## src/rtl/tdm_demux4_if.sv

```systemverilog
// Bus bundle for tdm_demux4: serial slot input, framed four-lane output,
// and the debug/error status.
interface tdm_demux4_if #(
    parameter int WIDTH = 4
);
    logic [WIDTH-1:0] in_data;
    logic             in_sof;
    logic             in_valid;
    logic             in_ready;
    logic [WIDTH-1:0] out_a;
    logic [WIDTH-1:0] out_b;
    logic [WIDTH-1:0] out_c;
    logic [WIDTH-1:0] out_d;
    logic             out_valid;
    logic             out_ready;
    logic [1:0]       s;
    logic             frame_err;
    logic [7:0]       err_count;

    modport master (
        output in_data, in_sof, in_valid, out_ready,
        input  in_ready, out_a, out_b, out_c, out_d, out_valid, s, frame_err, err_count
    );

    modport slave (
        input  in_data, in_sof, in_valid, out_ready,
        output in_ready, out_a, out_b, out_c, out_d, out_valid, s, frame_err, err_count
    );
endinterface

```

## src/rtl/tdm_demux4.sv

```systemverilog
// Time-division demultiplexer: assembles four slots (slot 0 flagged by sof) into lanes a..d.
// Define TDM_DEMUX_ERRCNT_EN to build the saturating framing-error counter.
module tdm_demux4 #(
    parameter int WIDTH = 4
) (
    input logic          clk,
    input logic          rst,
    tdm_demux4_if.slave  bus
);
    typedef enum logic [1:0] {HUNT, COLLECT, ALIGNED} state_t;

    state_t           state, state_n;
    logic [1:0]       s, s_n;
    logic             in_ready, accept;
    logic             frame_err, frame_err_n;
    logic             load_frame;
    logic             stage_a_we, stage_b_we, stage_c_we;
    logic [WIDTH-1:0] stage_a, stage_b, stage_c;
    logic [WIDTH-1:0] out_a, out_b, out_c, out_d;
    logic             out_valid;

    // Only the slot-3 word can stall: it needs the output buffer free.
    assign in_ready = !(state == COLLECT && s == 2'd3 && out_valid && !bus.out_ready);
    assign accept   = bus.in_valid && in_ready;

    always_comb begin
        state_n     = state;
        s_n         = s;
        frame_err_n = 1'b0;
        load_frame  = 1'b0;
        stage_a_we  = 1'b0;
        stage_b_we  = 1'b0;
        stage_c_we  = 1'b0;
        if (accept) begin
            case (state)
                HUNT: begin
                    if (bus.in_sof) begin
                        stage_a_we = 1'b1;
                        s_n        = 2'd1;
                        state_n    = COLLECT;
                    end
                end
                COLLECT: begin
                    if (bus.in_sof) begin
                        frame_err_n = 1'b1;
                        stage_a_we  = 1'b1;
                        s_n         = 2'd1;
                    end else if (s == 2'd3) begin
                        load_frame = 1'b1;
                        s_n        = 2'd0;
                        state_n    = ALIGNED;
                    end else begin
                        stage_b_we = (s == 2'd1);
                        stage_c_we = (s == 2'd2);
                        s_n        = s + 2'd1;
                    end
                end
                ALIGNED: begin
                    if (bus.in_sof) begin
                        stage_a_we = 1'b1;
                        s_n        = 2'd1;
                        state_n    = COLLECT;
                    end else begin
                        frame_err_n = 1'b1;
                        state_n     = HUNT;
                    end
                end
                default: begin
                    state_n = HUNT;
                    s_n     = 2'd0;
                end
            endcase
        end
    end

    always_ff @(posedge clk) begin
        if (rst) begin
            state     <= HUNT;
            s         <= 2'd0;
            frame_err <= 1'b0;
            out_valid <= 1'b0;
            out_a     <= '0;
            out_b     <= '0;
            out_c     <= '0;
            out_d     <= '0;
        end else begin
            state     <= state_n;
            s         <= s_n;
            frame_err <= frame_err_n;
            if (load_frame) begin
                out_valid <= 1'b1;
                out_a     <= stage_a;
                out_b     <= stage_b;
                out_c     <= stage_c;
                out_d     <= bus.in_data;
            end else if (out_valid && bus.out_ready) begin
                out_valid <= 1'b0;
            end
        end
    end

    // Staging is never exposed until a full frame lands, so it needs no reset.
    always_ff @(posedge clk) begin
        if (stage_a_we) stage_a <= bus.in_data;
        if (stage_b_we) stage_b <= bus.in_data;
        if (stage_c_we) stage_c <= bus.in_data;
    end

`ifdef TDM_DEMUX_ERRCNT_EN
    logic [7:0] err_count;

    always_ff @(posedge clk) begin
        if (rst) begin
            err_count <= 8'd0;
        end else if (frame_err_n && err_count != 8'hFF) begin
            err_count <= err_count + 8'd1;
        end
    end
`else
    logic [7:0] err_count;
    assign err_count = 8'd0;
`endif

    assign bus.in_ready  = in_ready;
    assign bus.out_a     = out_a;
    assign bus.out_b     = out_b;
    assign bus.out_c     = out_c;
    assign bus.out_d     = out_d;
    assign bus.out_valid = out_valid;
    assign bus.s         = s;
    assign bus.frame_err = frame_err;
    assign bus.err_count = err_count;
endmodule

```

## src/flat_wrapper.sv

```systemverilog
// flat-port wrapper written by rule: the top's interface ports become plain ports
module tdm_demux4_flat 
#(
    parameter int WIDTH = 4
)
  (clk, rst, bus_in_data, bus_in_sof, bus_in_valid, bus_out_ready, bus_in_ready, bus_out_a, bus_out_b, bus_out_c, bus_out_d, bus_out_valid, bus_s, bus_frame_err, bus_err_count);
  tdm_demux4_if #(.WIDTH(WIDTH)) bus_i ();
  input logic clk;
  input logic rst;
  input wire logic [$bits(bus_i.in_data)-1:0] bus_in_data;
  input wire logic [$bits(bus_i.in_sof)-1:0] bus_in_sof;
  input wire logic [$bits(bus_i.in_valid)-1:0] bus_in_valid;
  input wire logic [$bits(bus_i.out_ready)-1:0] bus_out_ready;
  output wire logic [$bits(bus_i.in_ready)-1:0] bus_in_ready;
  output wire logic [$bits(bus_i.out_a)-1:0] bus_out_a;
  output wire logic [$bits(bus_i.out_b)-1:0] bus_out_b;
  output wire logic [$bits(bus_i.out_c)-1:0] bus_out_c;
  output wire logic [$bits(bus_i.out_d)-1:0] bus_out_d;
  output wire logic [$bits(bus_i.out_valid)-1:0] bus_out_valid;
  output wire logic [$bits(bus_i.s)-1:0] bus_s;
  output wire logic [$bits(bus_i.frame_err)-1:0] bus_frame_err;
  output wire logic [$bits(bus_i.err_count)-1:0] bus_err_count;
  assign bus_i.in_data = bus_in_data;
  assign bus_i.in_sof = bus_in_sof;
  assign bus_i.in_valid = bus_in_valid;
  assign bus_i.out_ready = bus_out_ready;
  assign bus_in_ready = bus_i.in_ready;
  assign bus_out_a = bus_i.out_a;
  assign bus_out_b = bus_i.out_b;
  assign bus_out_c = bus_i.out_c;
  assign bus_out_d = bus_i.out_d;
  assign bus_out_valid = bus_i.out_valid;
  assign bus_s = bus_i.s;
  assign bus_frame_err = bus_i.frame_err;
  assign bus_err_count = bus_i.err_count;
  tdm_demux4 #(.WIDTH(WIDTH)) u_core (.clk(clk), .rst(rst), .bus(bus_i));
endmodule
```

## config.mk

```make
export PLATFORM = sky130hd
export DESIGN_NAME = tdm_demux4_flat
export DESIGN_NICKNAME = d
export VERILOG_FILES = /design/src/rtl/tdm_demux4_if.sv /design/src/rtl/tdm_demux4.sv /design/src/flat_wrapper.sv
export SDC_FILE = /design/constraint.sdc
export NUM_CORES = 1
export LEC_CHECK = 0
export ABC_CLOCK_PERIOD_IN_PS = 2330
export BUFFER_PORTS_ARGS = -buffer_cell sky130_fd_sc_hd__buf_2
export CAP_MARGIN = 25
export CORE_MARGIN = 4
export CORE_UTILIZATION = 40
export CTS_CLUSTER_SIZE = 25
export DETAILED_ROUTE_END_ITERATION = 12
export GPL_TIMING_DRIVEN = 0
export MAX_ROUTING_LAYER = met4
export SYNTH_ARGS = -nofsm -noshare
export SYNTH_HDL_FRONTEND = slang
export SYNTH_SLANG_ARGS = --single-unit
```

## constraint.sdc

```tcl
create_clock -name clk -period 2.33 [get_ports clk]
set_input_delay 0.466 -clock clk [delete_from_list [all_inputs] [get_ports clk]]
set_output_delay 0.466 -clock clk [all_outputs]
set_load 0.005 [all_outputs]
```

==> flow_summary.yaml <==
global_route:
  grt_pass1_vias: 1160
  grtUsageMet2_pct: 21.4
  use_met3_pct: 4.51
  grt_max_degree: 11
  use_met1_pct: 19.7
  grt_overflow: 0
  antenna_found_initial: 0
  track_usage_pct: 14.8
  grt_first_pass_wirelength_mm: 5.61
  grt_busiest_layer: "met2"
layout:
  fin_nets: 198
  layout-drive-gt1-share_pct: 26.2
  nFillCells: 358
  area_growth_pct: 20.4
  antenna_cells: 0
  fin_util_pct: 51.8
synth:
  syn_avg_cell_area_um2: 10.4
  ys_seq_elements: 34
  ys_seq_area_share_pct: 53.6
  netlist_instances: 144
  yosysWarnings: 0
  synth_cell_types: 30
  syn_area_um2: 1490
setup_path:
  slowest_delay_ps: 570
  ff2ff_setup_slack_ps: 430
  cp_cell_sequence: "nor3b_2 -> buf_4 -> and3_1"
  cp_max_fo: 10
  cp-start-kind: "flip-flop"
  critical_path_class: "reg2reg"
  worstSetupEndpointType: "flip-flop"
  worstPathArrival_ps: 1860
  crit_path_top_delay_cell: "nor3b_2"
  required_ps: 2300
timing:
  max_slew.worst_pin.slew_ps: 614
  fin_crit_ps: 1900
  slew_headroom_pct: 58.9
  final-max-slew-violation-count: 0
  fin_tns_setup_ps: 0
  fin_skew_ps: 4.24
  rsz0062_at_grt: "no"
  timing.final.crit_share_pct: 81.4
  fmax_ghz: 0.527
  finalHoldViolations: 0
  setup_viol_count_final: 0
clocking:
  postCtsHoldBufs: 0
  insertion_delay_ps: 280
  clk_pin_slew_ps: 60
  clock_path_buffers: 2
  post_cts_buffers: 0
  clock_sinks: 34
  h-tree-depth: 2
  cts_root_buf: "clkbuf_8"
  post_cts_resized: 0
  cts_buffers: 5
  cts_tree: "done"
floorplan:
  core_um2: 3470
  num_rows: 21
  start_util_pct: 43.0
  die_area_um2: 4770
  die_h_um: 69.1
  io_pins: 38
  die_w_um: 69.1
pwr:
  ir_worst_vdd_mv: 0.435
  p_sw_w: 0.000238
  seq_power_share_pct: 56.9
  intPower_w: 0.000860
  p_per_area_nw_per_um2: 611
  share_comb_of_total_power_pct: 6.0
  cellLeakagePower_nw: 0.711
  pwr-share-clk_pct: 37.0
  power_switching_share_pct: 21.7
  p_total_w: 0.00110
place:
  port_buffers: 28
  place_congestion: 0.764
  dp_hpwl_mm: 2.44
drt:
  wl_mm: 3.39
  wl_per_cell_um: 14.5
  drc: 0
  drtIter0Drc: 60
  drtPass1Iterations: 4
  ant_nets: 0
  via_count: 1232
  post_drt_via_cell_ratio: 5.29
outcome:
  outcome: "complete, no violations"
flow_run:
  maxCapViolCount: 0
hold_path:
  hold_path.class: "in2reg"
-- critical path: cells and delay by family (launching register included) --
kind	cells	cell delay, ps
buffers and inverters	1	280
DFF	1	440
and+or+nand+nor	2	860
-- power by group through the flow --
| stage | sequential [W] | combinational (W) | clock (W) |
|---|---|---|---|
| 5_1_grt | 0.000626 | 0.0000737 | 0.000441 |
| 4_1_cts | 0.000626 | 0.0000655 | 0.000418 |
| 3_5_place_dp | 0.000639 | 0.0000654 | 0 |
| 6_report | 0.000626 | 0.0000662 | 0.000407 |
| 3_3_place_gp | 0.000638 | 0.0000633 | 0 |
| 2_1_floorplan | 0.000638 | 0.0000431 | 0 |
-- sequential cells by signal, summed over array words and instances, names as in the netlist --
name                  count
u_core.bus.out_d          4
u_core.bus.s              2
u_core.state              2
u_core.stage_a            4
u_core.bus.out_c          4
u_core.bus.out_b          4
u_core.bus.out_a          4
u_core.stage_b            4
u_core.bus.out_valid      1
u_core.stage_c            4
u_core.bus.frame_err      1
-- Yosys cell counts --
| library cell | number | area [um2] |
|---|---|---|
| dfxtp_1 | 22 | 440 |
| a21oi_1 | 20 | 100 |
| nand4_1 | 16 | 100 |
| o31ai_1 | 16 | 120 |
| edfxtp_1 | 12 | 360 |
| buf_4 | 9 | 67.6 |
| clkbuf_1 | 6 | 22.5 |
| inv_1 | 6 | 22.5 |
| and3_1 | 4 | 25.0 |
| nand2_1 | 4 | 15.0 |
| buf_2 | 3 | 15.0 |
| ha_1 | 3 | 37.5 |
| nor2b_1 | 3 | 18.8 |
| a31oi_1 | 2 | 12.5 |
| buf_6 | 2 | 22.5 |
| o21ai_0 | 2 | 10.0 |
| a211oi_1 | 1 | 7.51 |
| and2_1 | 1 | 6.26 |
| buf_1 | 1 | 3.75 |
| conb_1 | 1 | 3.75 |
| mux2i_1 | 1 | 10.0 |
| nand2b_1 | 1 | 6.26 |
| nand3_1 | 1 | 5.00 |
| nor3b_1 | 1 | 7.51 |
| nor3b_2 | 1 | 12.5 |
| nor4_1 | 1 | 6.26 |
| o211ai_1 | 1 | 7.51 |
| o221a_2 | 1 | 11.3 |
| or3_1 | 1 | 6.26 |
| or3b_1 | 1 | 8.76 |
-- area by class of cell --
| type | instances | area [um2] | area share (%) |
|---|---|---|---|
| Buffer | 21 | 131 | 7.31 |
| Clock buffer | 8 | 80.1 | 4.46 |
| Inverter | 6 | 22.5 | 1.25 |
| Multi-Input combinational cell | 90 | 564 | 31.4 |
| Sequential cell | 34 | 801 | 44.6 |
| Tap cell | 46 | 57.6 | 3.20 |
| Timing Repair Buffer | 28 | 140 | 7.80 |
-- path summary, 6_finish.rpt --
| check | start | to | cells after the start |
|---|---|---|---|
| worst max-delay path | u_core.state[0]$_SDFFE_PP0P_ | u_core.stage_c[0]$_DFFE_PP_ | 3 |
| worst min-delay path | bus_in_data[3] | u_core.stage_c[3]$_DFFE_PP_ | 1 |
| worst max register to register | u_core.state[0]$_SDFFE_PP0P_ | u_core.stage_c[0]$_DFFE_PP_ | 3 |
| worst min register to register | u_core.bus.out_c[2]$_SDFFE_PP0P_ | u_core.bus.out_c[2]$_SDFFE_PP0P_ | 2 |
-- metal layers --
| metal | vias up | share of wire (%) | routed length, um |
|---|---|---|---|
| li1 | 610 | - | - |
| met2 | 39 | 45 | 1540 |
| met1 | 576 | 47 | 1580 |
| met4 | 0 | 1.5 | 50 |
| met5 | - | 0 | 0 |
| met3 | 7 | 6.3 | 215 |
-- cell usage in the layout, fill, tap and decap left out, drive strengths merged, types with 2 or more instances in the layout --
master,netlist,final
a21oi,20,20
a31oi,2,2
and3,4,4
buf,15,43
clkbuf,6,14
conb,1,8
dfxtp,22,22
edfxtp,12,12
ha,3,3
inv,6,6
nand2,4,4
nand4,16,16
nor2b,3,3
nor3b,2,2
o21ai,2,2
o31ai,16,16
-- cells by family (layout without fill, tap and decap cells) --
family | after synthesis | count (layout) | share of synthesized area, %
mux | 1 | 1 | 0.671
other cells | 1 | 8 | 0.251
fa+ha+maj | 3 | 3 | 2.51
flops | 34 | 34 | 53.6
compound gates | 43 | 43 | 18.0
buf+inv | 27 | 63 | 10.3
simple gates | 35 | 35 | 14.6
-- stage by stage --
stage               setup WS (ps)  hold WS (ps)  std cells  area (um2)
detailed placement            326           461        225        1720
floorplan                     568           465        151        1520
CTS                           419           417        233        1800
finish                        433           425        233        1800
global route                  297           415        233        1800
global placement              321           455        225        1720
Power figures use the tool's default switching activity.
